`src/rtl/fetch_stall_ctrl.sv`:
```
// IF-stage sequencer: PC/IF-ID enables, branch flush, and I-cache block refill over a req/ack port.
// Optional miss counter output enabled by defining FETCH_MISS_COUNT_EN.
module fetch_stall_ctrl #(
  parameter int SIZE        = 32,
  parameter int BLOCK_WORDS = 4
) (
  input  logic                           clk,
  input  logic                           rst,
  input  logic                           hit,
  input  logic [SIZE-1:0]                fetchPC,
  input  logic                           hazardStall,
  input  logic                           branchTaken,
  output logic                           memReq,
  output logic [SIZE-1:0]                memAddr,
  input  logic                           memAck,
  output logic                           refillWe,
  output logic [$clog2(BLOCK_WORDS)-1:0] refillIdx,
  output logic                           pcWrite,
  output logic                           ifidWrite,
  output logic                           ifidFlush,
`ifdef FETCH_MISS_COUNT_EN
  output logic [31:0]                    missCount,
`endif
  output logic                           busy
);

  localparam int IDX_W = $clog2(BLOCK_WORDS);
  localparam logic [IDX_W-1:0] LAST_BEAT = IDX_W'(BLOCK_WORDS - 1);
  localparam logic [SIZE-1:0]  BLK_MASK  = SIZE'(BLOCK_WORDS * 4 - 1);

  typedef enum logic [1:0] {
    IDLE   = 2'd0,
    REFILL = 2'd1,
    RESUME = 2'd2
  } state_t;

  state_t            state_q, state_d;
  logic [SIZE-1:0]   base_q, base_d;
  logic [IDX_W-1:0]  beat_q, beat_d;
  logic              miss_start;

  // Handshake: memReq/memAddr are held from registers until the cycle memAck=1,
  // which transfers exactly one word and advances to the next beat.
  always_ff @(posedge clk) begin
    if (rst) begin
      state_q <= IDLE;
      base_q  <= '0;
      beat_q  <= '0;
    end else begin
      state_q <= state_d;
      base_q  <= base_d;
      beat_q  <= beat_d;
    end
  end

  always_comb begin
    state_d    = state_q;
    base_d     = base_q;
    beat_d     = beat_q;
    pcWrite    = 1'b0;
    ifidWrite  = 1'b0;
    ifidFlush  = 1'b0;
    refillWe   = 1'b0;
    miss_start = 1'b0;
    case (state_q)
      IDLE: begin
        if (branchTaken) begin
          pcWrite   = 1'b1;
          ifidFlush = 1'b1;
        end else if (!hit) begin
          miss_start = 1'b1;
          state_d    = REFILL;
          base_d     = fetchPC & ~BLK_MASK;
          beat_d     = '0;
        end else if (!hazardStall) begin
          pcWrite   = 1'b1;
          ifidWrite = 1'b1;
        end
      end
      REFILL: begin
        // A redirect during refill only flushes; the block still completes.
        if (branchTaken) begin
          pcWrite   = 1'b1;
          ifidFlush = 1'b1;
        end
        if (memAck) begin
          refillWe = 1'b1;
          beat_d   = beat_q + 1'b1;
          if (beat_q == LAST_BEAT) state_d = RESUME;
        end
      end
      RESUME: begin
        if (branchTaken) begin
          pcWrite   = 1'b1;
          ifidFlush = 1'b1;
        end
        state_d = IDLE;
      end
      default: state_d = IDLE;
    endcase
    if (rst) begin
      pcWrite    = 1'b0;
      ifidWrite  = 1'b0;
      ifidFlush  = 1'b0;
      refillWe   = 1'b0;
      miss_start = 1'b0;
    end
  end

  assign memReq    = rst ? 1'b0 : (state_q == REFILL);
  assign memAddr   = rst ? '0 : base_q + {{(SIZE-IDX_W-2){1'b0}}, beat_q, 2'b00};
  assign refillIdx = rst ? '0 : beat_q;
  assign busy      = rst ? 1'b0 : (state_q != IDLE);

`ifdef FETCH_MISS_COUNT_EN
  logic [31:0] miss_count_q, miss_count_d;

  always_comb begin
    miss_count_d = miss_count_q;
    if (miss_start && miss_count_q != 32'hFFFF_FFFF) miss_count_d = miss_count_q + 32'd1;
  end

  always_ff @(posedge clk) begin
    if (rst) miss_count_q <= '0;
    else     miss_count_q <= miss_count_d;
  end

  assign missCount = rst ? 32'd0 : miss_count_q;
`else
  logic unused_miss_start;
  assign unused_miss_start = miss_start;
`endif

endmodule

```
`config.mk`:
```
export PLATFORM = sky130hd
export DESIGN_NAME = fetch_stall_ctrl
export DESIGN_NICKNAME = d
export VERILOG_FILES = /design/src/rtl/fetch_stall_ctrl.sv
export SDC_FILE = /design/constraint.sdc
export NUM_CORES = 1
export LEC_CHECK = 0
export CAP_MARGIN = 20
export CELL_PAD_IN_SITES_DETAIL_PLACEMENT = 1
export CELL_PAD_IN_SITES_GLOBAL_PLACEMENT = 1
export CORE_MARGIN = 2
export CORE_UTILIZATION = 26
export CTS_BUF_LIST = sky130_fd_sc_hd__clkbuf_4
export DETAILED_ROUTE_END_ITERATION = 8
export HOLD_SLACK_MARGIN = 0.08
export MAX_ROUTING_LAYER = met4
export PLACE_DENSITY = 0.8
export SKIP_CTS_REPAIR_TIMING = 1
export SLEW_MARGIN = 30
export SYNTH_ARGS = -nofsm -noshare
export SYNTH_HDL_FRONTEND = slang
export SYNTH_SLANG_ARGS = --single-unit
```
`constraint.sdc`:
```
create_clock -name clk -period 1.5 [get_ports clk]
set_input_delay 0.3 -clock clk [delete_from_list [all_inputs] [get_ports clk]]
set_output_delay 0.3 -clock clk [all_outputs]
set_load 0.005 [all_outputs]
```
==> results of run 1 <==
==> per-stage QoR <==
step           worst slack [ns]  instances  power [mW]  hold WS, ns  utilization, %
3_5_place_dp             -0.665        335        1.44        0.445            39.8
3_3_place_gp             -0.528        335        1.43        0.438            39.8
6_report                 -0.189        349        2.02        0.344            44.6
5_1_grt                  -0.259        349        2.15        0.347            44.6
4_1_cts                  -0.752        343        1.95        0.380            40.8
2_1_floorplan            0.0140        195        1.21        0.432               -
==> registers in the layout, summed over array words and instances (netlist names) <==
name     count
beat_q       2
state_q      2
base_q      28
==> power by group through the flow <==
stage               Combinational [mW]  Clock (mW)  Sequential (mW)
floorplan                        0.261           0            0.944
global placement                 0.479           0            0.949
detailed placement               0.492           0            0.952
CTS                              0.494       0.528            0.932
global route                     0.626       0.575            0.949
finish                           0.573       0.509            0.941
==> worst min path at each step <==
| stage | startpoint | end | cells past startpoint |
|---|---|---|---|
| 6_report | rst | beat_q[0] | 2 |
| 5_1_grt | rst | state_q[0] | 2 |
| 3_3_place_gp | base_q[15] | base_q[15] | 2 |
| 4_1_cts | rst | state_q[0] | 2 |
| 2_1_floorplan | base_q[10] | base_q[10] | 2 |
| 3_5_place_dp | base_q[6] | base_q[6] | 2 |
==> metal layers <==
metal  wire length [microns]  GRT usage [%]
met1                    1940           14.4
met2                    2530           23.4
met3                     212           3.33
met4                      38           4.07
met5                       0              -
==> kinds of logic after synthesis <==
kind of cell,synth area share (%)
other cells,0.242
flops,41.4
fa+ha+maj,3.23
simple gates,31.1
mux,0.647
compound gates,14.8
buf+inv,8.57
==> critical path, stage by stage, from the launching register on <==
cell and delay [ns]:
dfxtp_2 0.36, inv_2 0.06, ha_4 0.27, nand2_2 0.05
a211oi_2 0.18, buf_2 0.14
==> cell type report <==
type	instances	area (sq um)	area share, %
clock inverters	1	3.75	0.144
flip-flops and latches	32	662	25.4
repair buffers	84	897	34.4
inverters	3	13.8	0.528
clock buffers	7	52.6	2.02
multi-input cells	147	885	33.9
well taps	75	93.8	3.60
==> cells in the final DEF (no fill, tap or decap), types with 4 or more instances in the layout <==
cell / count
nand2_1: 56
clkdlybuf4s50_1: 33
dlymetal6s2s_1: 33
a21oi_1: 28
nor2b_1: 26
dfxtp_1: 17
dfxtp_2: 14
buf_4: 11
clkbuf_4: 7
or3b_4: 4
==> results_dict.tcl, run 1 <==
set metrics [dict create \
    status "complete, but fails checks" \
    failed_checks "setup timing" \
    endpoint "pcWrite" \
    syn_to_final_growth_pct 68.5 \
    start_util_pct 26.5 \
    yosysUniqueCellTypes 32 \
    setup_tns_ns -1.00 \
    p_comb_share_pct 28.3 \
    ioPinCount 78 \
    coreArea_sq_um 5850 \
    antenna_cells 0 \
    synth_flop_cell "dfxtp_1" \
    routabilityCongestion 0.765 \
    fmax_mhz 592 \
    fillCellCount 686 \
    yosysTopAreaCell "dfxtp_1" \
    reg2reg_depth 5 \
    drv_cap 0 \
    yosys_warnings 0 \
    synth_cells 194 \
    cts_buffers 5 \
    synth_area_per_cell_sq_um 7.98 \
    portBuffers 71 \
    synth_edf_count 0 \
    seqPwrFrac_pct 46.5 \
    cts_buffer_depth 2 \
    grt_pass1_wl_microns 6470 \
    p_switching_uw 576 \
    min_path_type "input pin to flop" \
    antenna_found_initial 0 \
    yosysSeqAreaShare_pct 41.4 \
    startpoint_type "flop" \
    track_usage_pct 13.2 \
    synth.top_cell.area_share_pct 41.4 \
    rrSetupSlack_ns 0.01 \
    slew_viol_final 0 \
    cellLeakagePower_nw 1.52 \
    vias_per_cell 4.52 \
    internal-power_mw 1.45 \
    rows 28 \
    grt_pass1_vias 1460 \
    dieWidth_microns 81.2 \
    cts.sinks 32 \
    cp-end-kind "primary output" \
    worstSetupStartpoint "state_q[1]" \
    regToRegEndpoint "state_q[0]" \
    hold_viol 0 \
    drtPass1Iterations 3 \
    power.share.clock_pct 25.1 \
    rsz0062_at_grt "true" \
    period_needed_ns 1.69 \
    drtIter0Drc 26 \
    crit_type "flop to primary output" \
    cp_data_required_time_ns 1.20 \
    stdcell_area_sq_um 2610 \
    switching_share_pct 28.5 \
    cp.arrival_ns 1.39 \
    fin_skew_ns 0.0146 \
    power_density_nw_per_um2 776 \
    cts.clk_slew.worst_paths_ns 0.11 \
    period_share_pct 113 \
    drive_gt1_share_pct 22.3 \
    setup_viol 8 \
    hpwl_microns 3020 \
    synthTopCellsByCount "58 x nand2_1, 32 x dfxtp_1, 32 x nor2b_1" \
    peakVddDrop_v 0.000381 \
    clockRootBuffer "clkbuf_4" \
    clk_latency_ns 0.33 \
    critPathMaxFanout 3 \
    syn-cell-area_sq_um 1550 \
    r2r-start "state_q[1]" \
    h-tree-depth 2 \
    synthTopCellsByArea "dfxtp_1 41%, nand2_1 14%, nor2b_1 13%, a21oi_1 9.1%, ha_1 3.2%" \
    antenna_left 0 \
    drc 0 \
    num_vias 1577 \
    synthArstFlopShare_pct 0 \
    worst_slack_ns -0.189 \
    placed_area_sq_um 2330 \
    wl_per_cell_microns 13.5 \
    final_nets 315 \
    grt_overflow_total 0 \
    synth_most_common_cell "nand2_1" \
    ys_seq_elements 32 \
    drt_wl_total_microns 4720 \
    cts_tree "done" \
    die_y_microns 81.2 \
    die_area_sq_um 6590 \
    grt_max_degree 33 \
]
Note: power is estimated with default switching activity, not from simulation.
==> run 2: changes to the inputs <==
clock period = 1.46 ns   (was 1.5 ns; I/O delays follow)
==> results_dict.tcl, run 2 (synthesis gave the netlist of run 1 again) <==
set metrics [dict create \
    status "complete, but fails checks" \
    failed_checks "setup timing" \
    fmax_mhz 594 \
    drc 0 \
    drive_gt1_share_pct 46.4 \
    cts_buffers 5 \
    rsz0062_at_grt "true" \
    track_usage_pct 13.6 \
    portBuffers 71 \
    r2r-start "state_q[1]" \
    start_util_pct 26.5 \
    total_power_mw 2.41 \
    regToRegEndpoint "base_q[27]" \
    setup_viol 35 \
    fillCellCount 652 \
    grt_pass1_vias 1543 \
    worst_slack_ns -0.222 \
    crit_type "flop to primary output" \
    power_density_nw_per_um2 803 \
    grt_pass1_wl_microns 6690 \
    dr_wl_met3_microns 310 \
    min_path_type "input pin to flop" \
    fin_skew_ns 0.00661 \
    cellLeakagePower_nw 1.71 \
    final_cell_mix "35 x dlymetal6s2s_1, 30 x clkdlybuf4s50_1, 28 x nand2_1" \
    grt_overflow_total 0 \
    wl_per_cell_microns 14.8 \
    peakVddDrop_v 0.000392 \
    seqPwrFrac_pct 40.1 \
    antenna_cells 0 \
    p_comb_share_pct 32.4 \
    cts_tree "done" \
    clk_latency_ns 0.32 \
    antenna_found_initial 0 \
    top_register "base_q" \
    die_area_sq_um 6590 \
    min_to "beat_q[0]" \
    placed_area_sq_um 2400 \
    grt_max_degree 36 \
    final_nets 334 \
    hpwl_microns 3150 \
    drv_cap 0 \
    h-tree-depth 2 \
    drt-met1-wl_microns 2320 \
    largest_reg_flops 28 \
    coreArea_sq_um 5850 \
    hold_viol 0 \
    p_switching_uw 687 \
    dp_cells 345 \
    cp-end-kind "primary output" \
    power.share.clock_pct 27.4 \
    top_regs "base_q: 28 flops, beat_q: 2 flops, state_q: 2 flops" \
    dieWidth_microns 81.2 \
    preCtsSetupSlack_ns -0.706 \
    die_y_microns 81.2 \
    rows 28 \
    final_common_cell "dlymetal6s2s_1" \
    vias_per_cell 4.50 \
    drtPass1Iterations 4 \
    stdcell_area_sq_um 3010 \
    reg2reg_depth 8 \
    cts.clk_slew.worst_paths_ns 0.11 \
    rrSetupSlack_ns -0.09 \
    syn_to_final_growth_pct 94.3 \
    period_share_pct 115 \
    drtIter0Drc 24 \
    antenna_left 0 \
    highest_layer "met4" \
    cp.arrival_ns 1.39 \
    slew_viol_final 0 \
    num_vias 1657 \
    wl_met2_microns 2780 \
    layout.cells.non_filler 368 \
    switching_share_pct 28.4 \
    holdPathStages 2 \
    clockRootBuffer "clkbuf_4" \
    period_needed_ns 1.68 \
    cts_buffer_depth 2 \
    startpoint_type "flop" \
    drt_wl_total_microns 5460 \
    ioPinCount 78 \
    cp_data_required_time_ns 1.17 \
    critPathMaxFanout 4 \
    hp-start "rst" \
    routabilityCongestion 0.744 \
    internal-power_mw 1.73 \
    cts.sinks 32 \
]
[run 2: cell types whose count changed in the layout (fill, tap and decap cells not counted), moves of 4 or more]
cell / delta
nand2_1: -28
nand2_2: +24
a21oi_1: -22
a21oi_2: +22
buf_4: +10
buf_6: +7
dfxtp_2: +4
nand2_4: +4
[run 2: stage by stage]
stage,TNS (ns),util [%],hold WS [ns]
final,-2.48,51.4,0.349
after global routing,-4.80,51.4,0.341
after CTS,-13.14,42.4,0.307
after detailed placement,-17.75,41.1,0.441
after global placement,-16.24,41.1,0.432
after floorplan,0,-,0.428
[run 2: worst max path at each step]
stage          startpoint    endpoint  cells past startpoint
2_1_floorplan  state_q[0]  base_q[10]                      7
3_3_place_gp          hit     pcWrite                      5
3_5_place_dp          hit     pcWrite                      5
4_1_cts        state_q[1]     pcWrite                      5
5_1_grt        state_q[1]     pcWrite                      5
6_report       state_q[1]     pcWrite                      5
[run 2: worst max-delay path, cell delays in order (launching register included)]
cell and delay (ns):
dfxtp_2 0.34, inv_2 0.08, ha_4 0.16, o21ai_1 0.08, a211oi_2 0.24, buf_2 0.16
[run 2: power groups by stage]
stage	clock, mW	combinational (mW)	sequential, mW
global placement	0	0.538	0.972
global route	0.739	0.842	0.978
CTS	0.692	0.553	0.957
detailed placement	0	0.550	0.977
finish	0.662	0.783	0.969
floorplan	0	0.279	0.970
[run 2: metal layers]
metal	global-route usage, %	vias up
met4	4.07	0
met2	24.8	49
li1	-	824
met1	14.1	778
met5	-	-
met3	4.11	6
[run 2: layout make-up]
class / instances / area (sq um) / area share [%]
Tap cell: 75 / 93.8 / 3.12
Clock buffer: 5 / 37.5 / 1.25
Timing Repair Buffer: 103 / 1090 / 36.3
Clock inverter: 3 / 37.5 / 1.25
Inverter: 3 / 11.3 / 0.374
Multi-Input combinational cell: 147 / 1070 / 35.7
Sequential cell: 32 / 663 / 22.0
==> run 3: changes to the inputs <==
ABC_CLOCK_PERIOD_IN_PS = 1460   (was default)
GPL_TIMING_DRIVEN = 0   (was default)
SLEW_MARGIN = default   (was 30)
==> results_dict.tcl, run 3 (synthesis gave the netlist of run 1 again) <==
set metrics [dict create \
    startpoint_type "flop" \
    cts.clk_slew.worst_paths_ns 0.10 \
    drt_wl_total_microns 5440 \
    h-tree-depth 2 \
    dieWidth_microns 81.2 \
    worst_slack_ns -0.274 \
    ff_latch_area_sq_um 649 \
    period_needed_ns 1.73 \
    period_share_pct 119 \
    rsz0062_at_grt "true" \
    reg2reg_depth 8 \
    grt_overflow_total 0 \
    final_nets 333 \
    ioPinCount 78 \
    grt_pass1_vias 1435 \
    critPathMaxFanout 5 \
    drive_gt1_share_pct 45.2 \
    cellLeakagePower_nw 1.76 \
    syn_to_final_growth_pct 104 \
    worstMarginPinSlew_ns 0.647 \
    rows 28 \
    fmax_mhz 577 \
    cp.arrival_ns 1.44 \
    grt_pass1_wl_microns 6800 \
    r2r-start "state_q[0]" \
    hold_viol 0 \
    crit_type "flop to primary output" \
    antenna_cells 0 \
    cts.sinks 32 \
    max-slew-margin-rel_pct 56.9 \
    vias_per_cell 4.49 \
    antenna_left 0 \
    min_path_type "input pin to flop" \
    antenna_found_initial 0 \
    failed_checks "setup timing" \
    drtIter0Drc 27 \
    holdPathStages 5 \
    multiInputGateArea_sq_um 1200 \
    drv_cap 0 \
    peakVddDrop_v 0.000414 \
    start_util_pct 26.5 \
    clockRootBuffer "clkbuf_4" \
    top_register "base_q" \
    final_cell_mix "34 x dlymetal6s2s_1, 30 x clkdlybuf4s50_1, 29 x nand2_1" \
    portBuffers 71 \
    fin_skew_ns 0.00914 \
    drtPass1Iterations 4 \
    top_regs "base_q: 28 flops, beat_q: 2 flops, state_q: 2 flops" \
    coreArea_sq_um 5850 \
    clk_latency_ns 0.33 \
    cts_buffer_depth 2 \
    utilization_pct 54.0 \
    total_power_mw 2.48 \
    grt_max_degree 11 \
    cts_buffers 5 \
    regToRegEndpoint "base_q[10]" \
    largest_reg_flops 28 \
    drc 0 \
    fillCellCount 653 \
    track_usage_pct 14.1 \
    slew_viol_final 0 \
    cp_data_required_time_ns 1.17 \
    final_common_cell "dlymetal6s2s_1" \
    cp-end-kind "primary output" \
    setup_viol 35 \
    rrSetupSlack_ns -0.20 \
    die_area_sq_um 6590 \
    setup_tns_ns -5.18 \
    num_vias 1647 \
    power_density_nw_per_um2 786 \
    cts_tree "done" \
    die_y_microns 81.2 \
    hpwl_microns 3300 \
    routabilityCongestion 0.673 \
    hp-start "rst" \
    wl_per_cell_microns 14.8 \
    min_to "beat_q[1]" \
    status "complete, but fails checks" \
]
## run 3: cell count changes in the layout (fill, tap and decap cells not counted), moves of 4 or more
cell	before	now
nand2_2	26	6
buf_6	8	13
nor2b_2	2	6
buf_4	21	12
nand2_4	4	23
a21oi_2	22	27
dfxtp_2	18	4
a21oi_1	6	1
dfxtp_1	14	27
## run 3: worst max-delay path by stage
| stage | startpoint | end | slack (ns) | depth (start not counted) |
|---|---|---|---|---|
| detailed placement | rst | ifidFlush | -0.96 | 5 |
| CTS | rst | ifidFlush | -0.98 | 5 |
| floorplan | state_q[0] | base_q[10] | 0.02 | 7 |
| global placement | rst | ifidFlush | -0.96 | 5 |
| global route | state_q[1] | pcWrite | -0.33 | 5 |
| finish | state_q[0] | pcWrite | -0.27 | 5 |
## run 3: final cells by class
cell class                      count  share of cell area (%)
Timing Repair Buffer               89                    30.8
Inverter                            3                   0.515
Sequential cell                    32                    20.6
Tap cell                           75                    2.97
Buffer                             16                    4.84
Multi-Input combinational cell    144                    38.0
Clock inverter                      3                    1.19
Clock buffer                        5                    1.19
## run 3: layer usage
| layer | part of all wire [%] | wire length (microns) | vias to the layer above | GRT usage [%] |
|---|---|---|---|---|
| met5 | 0 | 0 | - | - |
| met1 | 40 | 2170 | 782 | 15.8 |
| met4 | 0.83 | 45 | 0 | 5.25 |
| met3 | 5.4 | 295 | 4 | 4.44 |
| met2 | 54 | 2930 | 46 | 23.6 |
| li1 | - | - | 815 | - |
## run 3: report_power, final
part,internal [mW],switching [mW],total (mW)
clock,0.350,0.309,0.658
sequential,0.933,0.0544,0.987
combinational,0.472,0.364,0.836
total,1.75,0.728,2.48
## run 3: through the flow
stage | cells | hold WS (ns) | worst slack [ns] | area [sq um]
after floorplan | 195 | 0.428 | 0.0184 | 1560
after global placement | 341 | 0.437 | -0.961 | 2370
after detailed placement | 341 | 0.443 | -0.958 | 2370
after CTS | 349 | 0.457 | -0.979 | 2440
after global routing | 367 | 0.453 | -0.330 | 3160
final | 367 | 0.447 | -0.274 | 3160
## run 3: worst max-delay path, cell delays in order (launching register included)
cell	delay [ns]
dfxtp_4	0.38
inv_4	0.05
ha_4	0.16
o21ai_1	0.10
a211oi_2	0.26
buf_2	0.15
